**src/rtl/fpa_arbiter_if.sv**
```systemverilog
// Bundle between the requesting datapath blocks, the arbiter and the shared FPA.
// The arbiter takes the slave view; requesters plus the FPA side take the master view.
interface fpa_arbiter_if #(
  parameter int N = 4,
  parameter int W = 8
);
  logic [N-1:0]   req;
  logic [N*W-1:0] a_in;
  logic [N*W-1:0] b_in;
  logic [N-1:0]   ack;
  logic [W-1:0]   sum_out;
  logic           err;
  logic           busy;
  logic           fpa_clr;
  logic           fpa_go;
  logic [W-1:0]   fpa_a;
  logic [W-1:0]   fpa_b;
  logic           fpa_done;
  logic [W-1:0]   fpa_sum;

  modport slave (
    input  req, a_in, b_in, fpa_done, fpa_sum,
    output ack, sum_out, err, busy, fpa_clr, fpa_go, fpa_a, fpa_b
  );

  modport master (
    output req, a_in, b_in, fpa_done, fpa_sum,
    input  ack, sum_out, err, busy, fpa_clr, fpa_go, fpa_a, fpa_b
  );
endinterface

```
**src/rtl/fpa_arbiter.sv**
```systemverilog
// Round-robin arbiter/sequencer sharing one FPA among N requesters,
// with a WAIT timeout that returns err=1 and a zero sum.
module fpa_arbiter #(
  parameter int N       = 4,
  parameter int W       = 8,
  parameter int TIMEOUT = 64
) (
  input  logic         clk,
  input  logic         clr,
  fpa_arbiter_if.slave bus
);
  localparam int IW = (N > 1) ? $clog2(N) : 1;
  localparam int CW = (TIMEOUT > 1) ? $clog2(TIMEOUT) : 1;

  typedef enum logic [2:0] {
    S_IDLE,
    S_CLEAR,
    S_LAUNCH,
    S_WAIT,
    S_RESP
  } state_t;

  state_t         state_reg;
  logic [IW-1:0]  ptr_reg;
  logic [IW-1:0]  grant_reg;
  logic [CW-1:0]  cnt_reg;
  logic [N-1:0]   ack_reg;
  logic [W-1:0]   sum_reg;
  logic           err_reg;
  logic           busy_reg;
  logic           fpa_clr_reg;
  logic           fpa_go_reg;
  logic [W-1:0]   fpa_a_reg;
  logic [W-1:0]   fpa_b_reg;

  logic [W-1:0]   a_word [N];
  logic [W-1:0]   b_word [N];
  logic [IW-1:0]  cand_idx [N];
  logic [N-1:0]   cand_req;
  logic [N-1:0]   grant_oh;
  logic [IW-1:0]  pick_next;
  logic           any_req;
  logic [IW-1:0]  ptr_next;

  // cand_idx[gi] is the requester examined at search offset gi from ptr
  for (genvar gi = 0; gi < N; gi++) begin : g_cand
    logic [IW:0] raw;
    assign a_word[gi]   = bus.a_in[gi*W +: W];
    assign b_word[gi]   = bus.b_in[gi*W +: W];
    assign raw          = {1'b0, ptr_reg} + (IW+1)'(gi);
    assign cand_idx[gi] = (raw >= (IW+1)'(N)) ? IW'(raw - (IW+1)'(N)) : raw[IW-1:0];
    assign cand_req[gi] = bus.req[cand_idx[gi]];
    assign grant_oh[gi] = (grant_reg == IW'(gi));
  end

  assign any_req = |bus.req;

  // Scan from the far end so the smallest offset from ptr wins
  always_comb begin
    pick_next = ptr_reg;
    for (int k = N - 1; k >= 0; k--) begin
      if (cand_req[k]) begin
        pick_next = cand_idx[k];
      end
    end
  end

  assign ptr_next = (grant_reg == IW'(N - 1)) ? '0 : grant_reg + IW'(1);

  always_ff @(posedge clk) begin
    if (!clr) begin
      state_reg   <= S_IDLE;
      ptr_reg     <= '0;
      grant_reg   <= '0;
      cnt_reg     <= '0;
      ack_reg     <= '0;
      sum_reg     <= '0;
      err_reg     <= 1'b0;
      busy_reg    <= 1'b0;
      fpa_clr_reg <= 1'b1;
      fpa_go_reg  <= 1'b0;
      fpa_a_reg   <= '0;
      fpa_b_reg   <= '0;
    end else begin
      ack_reg     <= '0;
      fpa_clr_reg <= 1'b0;
      fpa_go_reg  <= 1'b0;
      case (state_reg)
        S_IDLE: begin
          if (any_req) begin
            grant_reg   <= pick_next;
            fpa_a_reg   <= a_word[pick_next];
            fpa_b_reg   <= b_word[pick_next];
            fpa_clr_reg <= 1'b1;
            busy_reg    <= 1'b1;
            state_reg   <= S_CLEAR;
          end
        end
        S_CLEAR: begin
          fpa_go_reg <= 1'b1;
          state_reg  <= S_LAUNCH;
        end
        S_LAUNCH: begin
          cnt_reg   <= '0;
          state_reg <= S_WAIT;
        end
        S_WAIT: begin
          // done has priority over a timeout landing in the same cycle
          if (bus.fpa_done) begin
            sum_reg   <= bus.fpa_sum;
            err_reg   <= 1'b0;
            ack_reg   <= grant_oh;
            state_reg <= S_RESP;
          end else if (cnt_reg == CW'(TIMEOUT - 1)) begin
            sum_reg   <= '0;
            err_reg   <= 1'b1;
            ack_reg   <= grant_oh;
            state_reg <= S_RESP;
          end else begin
            cnt_reg <= cnt_reg + CW'(1);
          end
        end
        S_RESP: begin
          ptr_reg   <= ptr_next;
          busy_reg  <= 1'b0;
          state_reg <= S_IDLE;
        end
        default: begin
          state_reg <= S_IDLE;
          busy_reg  <= 1'b0;
        end
      endcase
    end
  end

  assign bus.ack     = ack_reg;
  assign bus.sum_out = sum_reg;
  assign bus.err     = err_reg;
  assign bus.busy    = busy_reg;
  assign bus.fpa_clr = fpa_clr_reg;
  assign bus.fpa_go  = fpa_go_reg;
  assign bus.fpa_a   = fpa_a_reg;
  assign bus.fpa_b   = fpa_b_reg;
endmodule
```
**src/flat_wrapper.sv**
```systemverilog
// flat-port wrapper written by rule: the top's interface ports become plain ports
module fpa_arbiter_flat 
#(
  parameter int N       = 4,
  parameter int W       = 8,
  parameter int TIMEOUT = 64
)
  (clk, clr, bus_req, bus_a_in, bus_b_in, bus_fpa_done, bus_fpa_sum, bus_ack, bus_sum_out, bus_err, bus_busy, bus_fpa_clr, bus_fpa_go, bus_fpa_a, bus_fpa_b);
  fpa_arbiter_if #(.N(N), .W(W)) bus_i ();
  input  logic clk;
  input  logic clr;
  input wire logic [$bits(bus_i.req)-1:0] bus_req;
  input wire logic [$bits(bus_i.a_in)-1:0] bus_a_in;
  input wire logic [$bits(bus_i.b_in)-1:0] bus_b_in;
  input wire logic [$bits(bus_i.fpa_done)-1:0] bus_fpa_done;
  input wire logic [$bits(bus_i.fpa_sum)-1:0] bus_fpa_sum;
  output wire logic [$bits(bus_i.ack)-1:0] bus_ack;
  output wire logic [$bits(bus_i.sum_out)-1:0] bus_sum_out;
  output wire logic [$bits(bus_i.err)-1:0] bus_err;
  output wire logic [$bits(bus_i.busy)-1:0] bus_busy;
  output wire logic [$bits(bus_i.fpa_clr)-1:0] bus_fpa_clr;
  output wire logic [$bits(bus_i.fpa_go)-1:0] bus_fpa_go;
  output wire logic [$bits(bus_i.fpa_a)-1:0] bus_fpa_a;
  output wire logic [$bits(bus_i.fpa_b)-1:0] bus_fpa_b;
  assign bus_i.req = bus_req;
  assign bus_i.a_in = bus_a_in;
  assign bus_i.b_in = bus_b_in;
  assign bus_i.fpa_done = bus_fpa_done;
  assign bus_i.fpa_sum = bus_fpa_sum;
  assign bus_ack = bus_i.ack;
  assign bus_sum_out = bus_i.sum_out;
  assign bus_err = bus_i.err;
  assign bus_busy = bus_i.busy;
  assign bus_fpa_clr = bus_i.fpa_clr;
  assign bus_fpa_go = bus_i.fpa_go;
  assign bus_fpa_a = bus_i.fpa_a;
  assign bus_fpa_b = bus_i.fpa_b;
  fpa_arbiter #(.N(N), .W(W), .TIMEOUT(TIMEOUT)) u_core (.clk(clk), .clr(clr), .bus(bus_i));
endmodule
```
**config.mk**
```make
export PLATFORM = sky130hd
export DESIGN_NAME = fpa_arbiter_flat
export DESIGN_NICKNAME = d
export VERILOG_FILES = /design/src/rtl/fpa_arbiter_if.sv /design/src/rtl/fpa_arbiter.sv /design/src/flat_wrapper.sv
export SDC_FILE = /design/constraint.sdc
export NUM_CORES = 1
export LEC_CHECK = 0
export BUFFER_PORTS_ARGS = -buffer_cell sky130_fd_sc_hd__buf_2
export CAP_MARGIN = 20
export CORE_ASPECT_RATIO = 0.5
export CORE_MARGIN = 2
export CORE_UTILIZATION = 40
export CTS_CLUSTER_DIAMETER = 80
export DETAILED_ROUTE_END_ITERATION = 12
export GPL_TIMING_DRIVEN = 0
export HOLD_SLACK_MARGIN = 0.06
export PLACE_DENSITY = 0.71
export SETUP_SLACK_MARGIN = 0.2
export SYNTH_ARGS = -nofsm -noshare
export SYNTH_HDL_FRONTEND = slang
export SYNTH_SLANG_ARGS = --single-unit
```
**constraint.sdc**
```tcl
create_clock -name clk -period 1.55 [get_ports clk]
set_input_delay 0.2325 -clock clk [delete_from_list [all_inputs] [get_ports clk]]
set_output_delay 0.2325 -clock clk [all_outputs]
set_load 0.02 [all_outputs]
```
Word-level counts from Yosys, hierarchy flattened
Cells that the tools add are included.

word-level totals
  bits of input ports = 79
  output and inout port bits = 32
  flip-flop bits (word level) = 45
  logic and storage cells = 97

cells by class
  bitwise operators = 2
  reduce and logical (&&, ||, !) cells = 12
  add/subtract/negate cells = 9
  muxes and demuxes = 41
  equality and inequality tests = 12
  $lt $le $gt $ge = 9

operators by type and width
  cell                                                 count
  two-way mux 8 bit                                    6
  binary-select mux 8 bit (select 2 bit)               2
  two-way mux 2 bit                                    9
  >= comparator 3 bit, second input constant           4
  < comparator 2 x 3 -> 1 bit, second input constant   4
  two-way mux 6 bit                                    2
  one-hot mux 3 bit (4 select lines)                   1
  one-hot mux 6 bit (2 select lines)                   1
  two-way mux 1 bit                                    10
  AND reduction 2 bit                                  5
  two-way mux 3 bit                                    3
  binary-select mux 1 bit (select 2 bit)               4
  two-way mux 4 bit                                    2
  subtractor 2 x 1 -> 2 bit, second input constant     4
  adder 2 x 2 -> 3 bit, second input constant          2
  adder 6 x 1 -> 6 bit, second input constant          1
  equality test 3 x 2 -> 1 bit, second input constant  2
  equality test 6 bit, second input constant           1
  equality test 2 bit, second input constant           2
  != test 2 bit, second input constant                 2
  nonzero test 2 bit                                   2
  OR reduction 4 bit                                   1
  adder 2 x 1 -> 3 bit, second input constant          1
  equality test 3 x 1 -> 1 bit, second input constant  1
  other kinds (13)                                     13

Longest topological paths before layout
  depth in word-level cells = 13
  gate-level depth with buffers = 7
  mapped depth without buffers = 5

Worst setup path before layout
Ideal clock, no wire load.

  path type = register to register
  start point = reg u_core.ptr_reg[0]
  end point = reg u_core.fpa_a_reg[0] (netlist: u_core.bus.fpa_a[0])
  stages on the path, launching flop included = 8
  arrival = 1,425 ps
  buffers on the path = 2
  required time = 1,422 ps
  setup time = 128 ps
  period minus slack after synthesis = 1,553 ps
  slack = -3 ps
  cells stage by stage = dfxtp_1 > and2b_1 > o21ai_1 > o221a_1 > buf_6 > buf_12 > mux2i_1 > o221ai_2

between the ends
  cells in the longest elaborated chain, start to end = 13
  elaborated cells on any way between the ends = 31
  classes of those cells = add/sub (7); order compare (4); mux (19); bitwise (1)

RTL lines
  item                                                                     RTL line            RTL
  from (decl)                                                              fpa_arbiter.sv:24   logic [IW-1:0] ptr_reg;
  from (signal assigned)                                                   fpa_arbiter.sv:124  ptr_reg <= ptr_next;
  adder 2 x 2 -> 3 bit                                                     fpa_arbiter.sv:50   assign raw = {1'b0, ptr_reg} + (IW+1)'(gi);
  >= comparator 3 bit / subtractor 2 x 1 -> 2 bit (equally long branches)  fpa_arbiter.sv:51   assign cand_idx[gi] = (raw >= (IW+1)'(N)) ? IW'(raw - (IW+1)'(N)) : raw[IW-1:0];
  two-way mux 2 bit                                                        fpa_arbiter.sv:51
  binary-select mux 1 bit (select 2 bit)                                   fpa_arbiter.sv:52   assign cand_req[gi] = bus.req[cand_idx[gi]];
  two-way mux 1 bit (not written as such)                                  fpa_arbiter.sv:52
  two-way mux 2 bit (3 in series)                                          fpa_arbiter.sv:62   if (cand_req[k]) begin
  two-way mux 2 bit *                                                      fpa_arbiter.sv:62
  NOT 2 -> 3 bit (not written as such) *                                   fpa_arbiter.sv:92   fpa_a_reg <= a_word[pick_next];
  binary-select mux 8 bit (select 2 bit) *                                 fpa_arbiter.sv:92
  two-way mux 8 bit (not written as such) * (2 in series)                  fpa_arbiter.sv:92
  to (signal assigned)                                                     fpa_arbiter.sv:92
  to (decl)                                                                fpa_arbiter.sv:33   logic [W-1:0] fpa_a_reg;

Every way passes the cells marked *; elsewhere a longest branch is shown, timed or not. The select of a mux whose other input is x is not followed.
A chain may end at the register's enable or synchronous reset.

Worst setup path in the final report
  start point = reg u_core.ptr_reg[0]
  end point = reg u_core.fpa_b_reg[3] (netlist: u_core.bus.fpa_b[3])

between the ends
  cells in the longest elaborated chain, start to end = 13
  elaborated cells on any way between the ends = 31
  classes of those cells = add/sub (7); order compare (4); mux (19); bitwise (1)

RTL lines
  item                                                                     RTL line           RTL
  adder 2 x 2 -> 3 bit                                                     fpa_arbiter.sv:50
  >= comparator 3 bit / subtractor 2 x 1 -> 2 bit (equally long branches)  fpa_arbiter.sv:51
  two-way mux 2 bit                                                        fpa_arbiter.sv:51
  binary-select mux 1 bit (select 2 bit)                                   fpa_arbiter.sv:52
  two-way mux 1 bit (not written as such)                                  fpa_arbiter.sv:52
  two-way mux 2 bit (3 in series)                                          fpa_arbiter.sv:62
  two-way mux 2 bit *                                                      fpa_arbiter.sv:62
  NOT 2 -> 3 bit (not written as such) *                                   fpa_arbiter.sv:93  fpa_b_reg <= b_word[pick_next];
  binary-select mux 8 bit (select 2 bit) *                                 fpa_arbiter.sv:93
  two-way mux 8 bit (not written as such) * (2 in series)                  fpa_arbiter.sv:93
  to (signal assigned)                                                     fpa_arbiter.sv:93
  to (decl)                                                                fpa_arbiter.sv:34  logic [W-1:0] fpa_b_reg;

Marks and branches as above.

==> flow_metrics.py <==
metrics = {
    "outcome": {
        "outcome": "finished, violations left",
        "violations": "negative setup slack",
    },
    "cells_and_area": {
        "final_util_pct": 65.4,
        "mostFrequentLayoutCells": "110 x buf_2, 36 x dfxtp_1, 24 x nand2_1",
        "n_antenna_cell": 0,
        "final_area_um2": 3650,
        "mostFrequentLayoutCell": "buf_2",
        "layout-drive-gt1-share_pct": 59.0,
        "area_growth_pct": 55.5,
        "nNetsFinal": 451,
        "fill_cells": 437,
    },
    "clock_network": {
        "htreeDepth": 2,
        "clkLatencyLatePin_ps": 280,
        "cts_inserted_buffers": 5,
        "clockBufferDepth": 2,
        "cts_tree": "built",
        "clk_pin_slew_worst_paths_ps": 60,
        "cts.sinks": 45,
        "root_buffer": "clkbuf_16",
    },
    "timing": {
        "worst_clock_skew_ps": 3.60,
        "rsz0062_at_grt": "yes",
        "max_freq_ghz": 0.597,
        "fin_tns_setup_ps": -1470,
        "slew_headroom_pct": 74.1,
        "worstMarginPinSlew_ps": 389,
        "drv_slew": 0,
        "fin_crit_ps": 1670,
        "setup_violations": 16,
        "finalHoldViolations": 0,
        "period_share_pct": 108,
        "postLayoutSetupSlackWorst_ps": -124,
    },
    "global_routing": {
        "overflow": 0,
        "grt_max_degree": 16,
        "antenna_found_initial": 0,
        "first_global_vias": 2299,
        "grtUsageTotal_pct": 19.2,
        "grt_pass1_wl_um": 10200,
    },
    "placement": {
        "io_buffers": 110,
        "post-place-ws_ps": -170,
        "placed_area_um2": 3020,
        "dpl.hpwl_um": 4640,
        "gp_congestion": 0.735,
    },
    "worst_hold_path": {
        "hold_path.class": "input pin to register",
        "whs_endpoint": "u_core.bus.sum_out[6]",
        "min-delay-start": "bus_fpa_sum[6]",
        "hold_path_depth": 3,
    },
    "synthesis": {
        "avgSynthCellArea_um2": 10.0,
        "synth_top_family_by_area": "compound AO/OA/AOI/OAI gates",
        "synth-simple-area-share_pct": 18.0,
        "synth.distinct_cells": 41,
        "ys_seq_elements": 45,
        "synth-compound-area-share_pct": 18.3,
        "synth_enable_flop_cells": 0,
        "syn_nets": 318,
        "syn_inst": 234,
        "synthAdderAreaFrac_pct": 2.66,
        "syn_area_um2": 2350,
        "synth-xor-area-share_pct": 1.49,
        "synthFlopType": "dfxtp_1",
        "async_flop_share_pct": 0,
        "synthMuxAreaShare_pct": 13.6,
        "seq_area_frac_synth_pct": 38.3,
        "ys_warn_count": 0,
    },
    "routing": {
        "drtIter0Drc": 119,
        "wl_per_cell_um": 15.5,
        "vias": 2268,
        "drc": 0,
        "vias_per_cell": 5.14,
        "ant_nets": 0,
        "finalWirelength_um": 6840,
        "drt_pass1_iterations": 6,
    },
    "critical_path": {
        "reg2reg_slack_ps": -120,
        "slowest_delay_ps": 340,
        "crit_buf_inv": 2,
        "critPathRequiredTime_ps": 1720,
        "r2r-start": "u_core.ptr_reg[0]",
        "critPathTopFamily": "compound AO/OA/AOI/OAI gates",
        "reg2reg_depth": 7,
        "cp_cell_sequence": "and2b_1, o21ai_1, o221a_1, buf_6, buf_12, mux2i_1, o221ai_2",
        "end_kind": "register",
        "worstSetupStartpointType": "register",
        "cp_max_fo": 10,
        "timing.rr.end": "u_core.bus.fpa_b[3]",
        "critPathKind": "register to register",
        "arrival_ps": 1840,
        "crit_slowest_cell": "dfxtp_2",
    },
    "floorplanning": {
        "die_y_um": 58.2,
        "rows": 19,
        "die_area_um2": 6540,
        "coreArea_um2": 5590,
        "initial_core_util_pct": 42.1,
        "die_w_um": 112,
        "num_io_pins": 111,
    },
    "pwr": {
        "total_power_mw": 3.14,
        "peakVddDrop_mv": 0.473,
        "p_leak_nw": 1.57,
        "p_per_area_nw_per_um2": 858,
    },
    "flow_run": {
        "maxCapViolations": 0,
    },
}
-- how the worst max path moves through the flow --
stage / from / endpoint / slack (ps) / depth (start not counted)
after global routing: u_core.ptr_reg[0] / u_core.bus.fpa_b[3] / -210 / 7
after CTS: u_core.ptr_reg[0] / u_core.bus.fpa_a[5] / -90 / 7
after global placement: bus_req[1] / u_core.bus.fpa_b[3] / -150 / 8
final: u_core.ptr_reg[0] / u_core.bus.fpa_b[3] / -120 / 7
after detailed placement: bus_req[1] / u_core.bus.fpa_a[0] / -170 / 8
after floorplan: u_core.ptr_reg[0] / u_core.bus.fpa_a[0] / 50 / 7
-- cell type report --
class | instances | area (µm²) | share of cell area [%]
multi-input cells | 170 | 1550 | 42.5
flip-flops and latches | 45 | 920 | 25.2
repair buffers | 126 | 736 | 20.1
plain buffers | 15 | 194 | 5.31
clock buffers | 5 | 125 | 3.42
well taps | 73 | 91.3 | 2.50
clock inverters | 3 | 21.3 | 0.582
inverters | 4 | 15.0 | 0.411
-- per-stage QoR --
stage / hold WS, ps / instances
2_1_floorplan: 403 / 234
3_3_place_gp: 440 / 417
3_5_place_dp: 447 / 417
4_1_cts: 206 / 436
5_1_grt: 205 / 441
6_report: 207 / 441
-- per-layer routing --
metal / track usage, % / share of wire [%] / vias to the layer above
met2: 40.4 / 55 / 60
met3: 3.66 / 4.5 / 8
li1: - / - / 1117
met5: 0 / 0 / -
met1: 19.8 / 40 / 1083
met4: 5.05 / 0.92 / 0
-- kinds of logic (layout without fill, tap and decap cells) --
family / Yosys count / in the layout
simple gates: 80 / 80
compound gates: 49 / 49
flops: 45 / 45
mux: 32 / 32
buf+inv: 19 / 153
fa+ha+maj: 5 / 5
xor+xnor: 4 / 4
-- power breakdown --
group / switching [mW] / internal [mW] / total (mW) / leakage [nW]
registers: 0.0489 / 1.23 / 1.28 / 0.373
logic: 0.412 / 0.389 / 0.801 / 1.13
clock network: 0.454 / 0.600 / 1.05 / 0.0702
-- worst register-to-register path: stages, from the launching register on --
cell and delay, ps:
dfxtp_2 340, and2b_1 190, o21ai_1 120, o221a_1 210, buf_6 180, buf_12 170
mux2i_1 260, o221ai_2 110
-- what timing repair did --
action | in CTS | in global routing
gates resized for setup | 51 | 30
pin swaps | 24 | 17
hold buffers | 0 | 0
cloned | 3 | 1
setup endpoints to repair | 38 | 38
setup buffers | 8 | 4
-- Yosys cell counts, types with 4 or more instances --
cell      count  area share (%)
dfxtp_1      45              38
a22oi_1       8             2.6
nand2_1      24             3.8
xnor2_1       4             1.5
o21ai_0       4            0.85
nor2b_1      11             2.9
nor3_1        4            0.85
o221ai_2     11             7.0
ha_1          5             2.7
clkbuf_1      4            0.64
o221ai_1      5             1.9
nor2_1       13             2.1
a21oi_1       9             1.9
and3_1        9             2.4
mux2i_1      32              14
(Power assumes the default switching activity.)
